### config.mk
export PLATFORM = sky130hd
export DESIGN_NAME = svo_stream_monitor
export DESIGN_NICKNAME = d
export VERILOG_FILES = /design/src/rtl/svo_stream_monitor_pkg.sv /design/src/rtl/svo_chan_sum.sv /design/src/rtl/svo_stream_monitor.sv
export SDC_FILE = /design/constraint.sdc
export NUM_CORES = 1
export LEC_CHECK = 0
export CAP_MARGIN = 15
export CORE_UTILIZATION = 55
export DETAILED_ROUTE_END_ITERATION = 10
export PLACE_DENSITY = 0.86
export SETUP_SLACK_MARGIN = 0.3
export SLEW_MARGIN = 10
export SYNTH_ARGS = -nofsm -noshare
export SYNTH_HDL_FRONTEND = slang
export SYNTH_SLANG_ARGS = --single-unit
### constraint.sdc
create_clock -name clk -period 9.2 [get_ports clk]
set_input_delay 1.84 -clock clk [delete_from_list [all_inputs] [get_ports clk]]
set_output_delay 1.84 -clock clk [all_outputs]
set_load 0.005 [all_outputs]
### src/rtl/svo_stream_monitor_pkg.sv
// Shared definitions for the pixel stream monitor:
// FSM state encodings and the tuser start-of-frame bit.
package svo_stream_monitor_pkg;

  typedef enum logic {
    WAIT_SOF = 1'b0,
    IN_FRAME = 1'b1
  } mon_state_e;

  localparam int SOF_BIT = 0;

endpackage

### src/rtl/svo_chan_sum.sv
// Per-channel running checksum, truncated to SUM_BITS,
// latched into sum_out when a frame closes.
module svo_chan_sum #(
  parameter int BPC      = 8,
  parameter int SUM_BITS = 16
) (
  input  logic                clk,
  input  logic                reset,
  input  logic                load,
  input  logic                add,
  input  logic                close,
  input  logic [BPC-1:0]      din,
  output logic [SUM_BITS-1:0] sum_out
);

  logic [SUM_BITS-1:0] acc_q;
  logic [SUM_BITS-1:0] din_ext;

  assign din_ext = SUM_BITS'(din);

  // close and load share a cycle: old sum goes out, new frame starts
  always_ff @(posedge clk or posedge reset) begin
    if (reset) begin
      acc_q   <= '0;
      sum_out <= '0;
    end else begin
      if (load)
        acc_q <= din_ext;
      else if (add)
        acc_q <= acc_q + din_ext;
      if (close)
        sum_out <= acc_q;
    end
  end

endmodule

### src/rtl/svo_stream_monitor.sv
// Passive AXI-stream pixel monitor: per-frame counts, sums,
// stalls, geometry/protocol errors and a lock indicator.
module svo_stream_monitor
  import svo_stream_monitor_pkg::*;
#(
  parameter int CHANNELS = 3,
  parameter int BPC      = 8,
  parameter int H_WIDTH  = 640,
  parameter int V_HEIGHT = 480,
  parameter int CNT_BITS = 24,
  parameter int SUM_BITS = 16
) (
  input  logic                         clk,
  input  logic                         reset,
  input  logic                         mon_tvalid,
  input  logic                         mon_tready,
  input  logic [CHANNELS*BPC-1:0]      mon_tdata,
  input  logic                         mon_tuser,
  input  logic                         clear_err,
  output logic                         frame_done,
  output logic [CNT_BITS-1:0]          frame_pixels,
  output logic [CNT_BITS-1:0]          frame_stalls,
  output logic [CHANNELS*SUM_BITS-1:0] frame_sum,
  output logic [15:0]                  frame_count,
  output logic                         err_len,
  output logic                         err_proto,
  output logic                         locked
);

  localparam int DW = CHANNELS * BPC;
  localparam logic [CNT_BITS-1:0] FRAME_LEN =
    CNT_BITS'(H_WIDTH * V_HEIGHT);

  mon_state_e          state_q;
  logic [CNT_BITS-1:0] pix_q;
  logic [CNT_BITS-1:0] stall_q;
  logic                prev_valid_q;
  logic                prev_ready_q;
  logic                prev_user_q;
  logic [DW-1:0]       prev_data_q;
  logic                proto_q;
  logic                good_q;
  logic                err_len_d;
  logic                err_proto_d;

  logic sof, beat, open, close, add, stall;
  logic held, viol, len_bad, frame_good;

  always_comb begin
    sof        = mon_tuser;
    beat       = mon_tvalid && mon_tready;
    open       = beat && sof;
    close      = open && (state_q == IN_FRAME);
    add        = beat && !sof && (state_q == IN_FRAME);
    stall      = mon_tvalid && !mon_tready
                 && (state_q == IN_FRAME);
    held       = prev_valid_q && !prev_ready_q;
    viol       = held && (!mon_tvalid
                 || (mon_tdata != prev_data_q)
                 || (mon_tuser != prev_user_q));
    len_bad    = (pix_q != FRAME_LEN);
    frame_good = !len_bad && !proto_q && !viol;
    err_len_d  = (err_len && !clear_err)
                 || (close && len_bad);
    err_proto_d = (err_proto && !clear_err) || viol;
  end

  // saturating increments: add one unless already all-ones
  always_ff @(posedge clk or posedge reset) begin
    if (reset) begin
      state_q      <= WAIT_SOF;
      pix_q        <= '0;
      stall_q      <= '0;
      prev_valid_q <= 1'b0;
      prev_ready_q <= 1'b0;
      prev_user_q  <= 1'b0;
      prev_data_q  <= '0;
      proto_q      <= 1'b0;
      good_q       <= 1'b0;
      frame_done   <= 1'b0;
      frame_pixels <= '0;
      frame_stalls <= '0;
      frame_count  <= '0;
      err_len      <= 1'b0;
      err_proto    <= 1'b0;
      locked       <= 1'b0;
    end else begin
      prev_valid_q <= mon_tvalid;
      prev_ready_q <= mon_tready;
      prev_user_q  <= mon_tuser;
      prev_data_q  <= mon_tdata;
      frame_done   <= close;
      err_len      <= err_len_d;
      err_proto    <= err_proto_d;
      if (open) begin
        state_q <= IN_FRAME;
        pix_q   <= CNT_BITS'(1);
        stall_q <= '0;
        proto_q <= 1'b0;
      end else if (state_q == IN_FRAME) begin
        if (add)
          pix_q <= pix_q + CNT_BITS'(~&pix_q);
        if (stall)
          stall_q <= stall_q + CNT_BITS'(~&stall_q);
        if (viol)
          proto_q <= 1'b1;
      end
      if (close) begin
        frame_pixels <= pix_q;
        frame_stalls <= stall_q;
        frame_count  <= frame_count + 16'd1;
        good_q       <= frame_good;
        locked       <= frame_good && good_q;
      end
    end
  end

  for (genvar c = 0; c < CHANNELS; c++) begin : g_ch
    svo_chan_sum #(
      .BPC      (BPC),
      .SUM_BITS (SUM_BITS)
    ) u_sum (
      .clk     (clk),
      .reset   (reset),
      .load    (open),
      .add     (add),
      .close   (close),
      .din     (mon_tdata[c*BPC +: BPC]),
      .sum_out (frame_sum[c*SUM_BITS +: SUM_BITS])
    );
  end

endmodule

==> metrics <==
outcome finished, final reports clean; final net count 1143; Ant. Diodes 0; layout cell share with drive strength beyond 1 14.2%; Vias 7788; via/cell ratio 5.71; Slew @ Worst Pin 1.09 ns; WS Path Type in -> reg; Peak Freq 0.241 GHz; CTS Sinks 242; grt total ovfl 0; Fin Clk Skew 0.00688 ns; multi-input logic area 0.00467 mm^2; initial antenna violation count 0; unique cell type count in the Yosys netlist 55; Seq. cell area 0.00606 mm^2; Rel. slew slack 27.5%; Initial Utilization 56.1%; latest clock arrival within the worst-skew pair 0.51 ns; Hold Buf Count CTS 0; CTS H-Tree Depth 1; num ports 146; first-pass GRT wire length 39100 um; largest net degree at the start of global routing 119; die area 0.0205 mm^2; Final Cycle Share 45.2%; Synth Register Bits 242; TritonCTS clock tree built; Routed WL 23800 um; final instance area 0.0135 mm^2; synthesized instance count 939; most frequent cells in the layout dfrtp_1, clkdlybuf4s50_1, mux2_2; router iterations before antenna repair 4; type of the tightest min-delay check reg -> reg; endpoints failing setup 0; VDD IR max 0.167 mV; Port Buffers 145; Seq/Total Area, Yosys 55.3%; post-route ant nets 0; critical path arrival 4.55 ns; P_leak 6.15 nW; Cell Rows 51; setup repair bufs after CTS 0; Max Fanout on Critical Path 93; Die H 143 um; clock buffer depth 3; Clock transition at path regs 0.06 ns; core box area 0.0195 mm^2; Setup WS post-layout 5.04 ns; RSZ-0062 raised after global routing no; mean area per synthesized cell 11.7 um^2; worst slack at placement 4.54 ns; drt first-iter violations 601; post-CTS sizing 0; vias in the first global route 7690; hpwl dp 15700 um; number of synthesized flops with an enable pin 0; ys async rst share 100%; Worst setup EP type flip-flop; Residual DRC 0; placed inst area 0.0126 mm^2; drt wl/cell 17.5 um; setup_tns 0 ns; Post-Syn Nets 1001; CTS Root Cell clkbuf_16; Max Cap Violations 0; Num CTS Buffers 24; routability cong. 0.834; final hold violations 0; P&R area growth vs syn 23.3%; Final Critical Period 4.16 ns; Tot GR Track Use 24.1%; Synth Flop Type dfrtp_1; PD cells 215 mW/mm^2; most common cell after layout, fill and taps aside dfrtp_1; fill cell count 1389; Critical Path Start Type input pin; Final Max Tran Viols 0; Required @ worst endpoint 9.59 ns; Cell Area, Synth 0.0110 mm^2; Worst R2R Setup Slack 6.60 ns; die width 143 um; Synthesis Warnings 0
==> flip-flops by register name, indices dropped and copies added, names as in the netlist, 16 cells and up <==
signal,count
frame_pixels,24
pix_q,24
frame_count,16
g_ch.u_sum.sum_out,48
prev_data_q,24
frame_stalls,24
g_ch.u_sum.acc_q,48
stall_q,24
==> per-stage QoR <==
stage,util (%),instances,power (W),hold WS [ns]
after floorplan,-,939,0.00159,0.440
after global placement,64.7,1320,0.00183,0.452
after detailed placement,64.7,1320,0.00185,0.470
after CTS,69.2,1364,0.00293,0.484
after global routing,69.2,1364,0.00304,0.516
final,69.2,1364,0.00291,0.484
==> critical path, stage by stage <==
cell and delay [ns]:
clkdlybuf4s50_1 0.68, and3_4 0.98, and3_1 0.36, nand4_1 0.17, nor2_1 0.24, nand3_1 0.13
xnor2_1 0.14
==> per-layer routing <==
| metal | vias to the layer above | track usage [%] | share of wire [%] |
|---|---|---|---|
| met4 | 0 | 6.51 | 2.1 |
| met5 | - | 0 | 0 |
| met2 | 231 | 39.7 | 48 |
| met1 | 3902 | 33.0 | 44 |
| met3 | 37 | 4.12 | 5.9 |
| li1 | 3618 | - | - |
==> path summary, 6_finish.rpt <==
path	start	end	depth (start not counted)
worst max-delay path	mon_tuser	frame_count[13]$_DFFE_PP0P_	7
worst min-delay path	proto_q$_DFFE_PP0P_	proto_q$_DFFE_PP0P_	2
worst min register to register	proto_q$_DFFE_PP0P_	proto_q$_DFFE_PP0P_	2
min in group asynchronous	reset	g_ch[2].u_sum.sum_out[10]$_DFFE_PP0P_	2
max in group asynchronous	reset	frame_pixels[8]$_DFFE_PP0P_	3
worst max register to register	stall_q[9]$_DFFE_PP0P_	stall_q[11]$_DFFE_PP0P_	10
==> cell usage after synthesis, drive strengths merged, types with 6 or more instances <==
| master | instances | area, um^2 |
|---|---|---|
| dfrtp | 242 | 6060 |
| mux2 | 93 | 1050 |
| nor2 | 83 | 314 |
| xor2 | 63 | 552 |
| o21ai | 54 | 274 |
| xnor2 | 47 | 412 |
| nand2 | 43 | 169 |
| nand3 | 41 | 205 |
| nand4 | 30 | 188 |
| ha | 29 | 363 |
| buf | 27 | 135 |
| inv | 22 | 82.6 |
| a21oi | 21 | 105 |
| a22oi | 21 | 158 |
| and3 | 17 | 106 |
| or3 | 12 | 75.1 |
| and4 | 10 | 90.1 |
| a21o | 7 | 52.6 |
| nor3 | 7 | 35.0 |
| nor4 | 7 | 43.8 |
| clkbuf | 6 | 22.5 |
| nor2b | 6 | 37.5 |
==> cell families (layout without fill, tap and decap cells) <==
logic type | after synthesis | in the layout | share of synthesized area, %
buf+inv | 56 | 216 | 2.23
fa+ha+maj | 32 | 32 | 3.86
mux | 93 | 93 | 9.55
simple gates | 273 | 273 | 12.6
xor+xnor | 110 | 110 | 8.79
compound gates | 133 | 133 | 7.72
flops | 242 | 242 | 55.3
==> where the power goes <==
| group | leakage (nW) | internal (W) | switching, W | total (W) |
|---|---|---|---|---|
| sequential | 3.21 | 0.00118 | 0.000116 | 0.00130 |
| combinational | 2.50 | 0.000297 | 0.000251 | 0.000547 |
| clock | 0.443 | 0.000662 | 0.000403 | 0.00107 |
| total | 6.15 | 0.00214 | 0.000770 | 0.00291 |
==> final cells by class <==
| cell class | instances | area share [%] |
|---|---|---|
| Inverter | 23 | 0.694 |
| Tap cell | 265 | 2.45 |
| Clock buffer | 33 | 5.37 |
| Clock inverter | 11 | 1.15 |
| Sequential cell | 242 | 44.8 |
| Timing Repair Buffer | 149 | 11.0 |
| Multi-Input combinational cell | 641 | 34.6 |
Note: power is estimated with default switching activity, not from simulation.
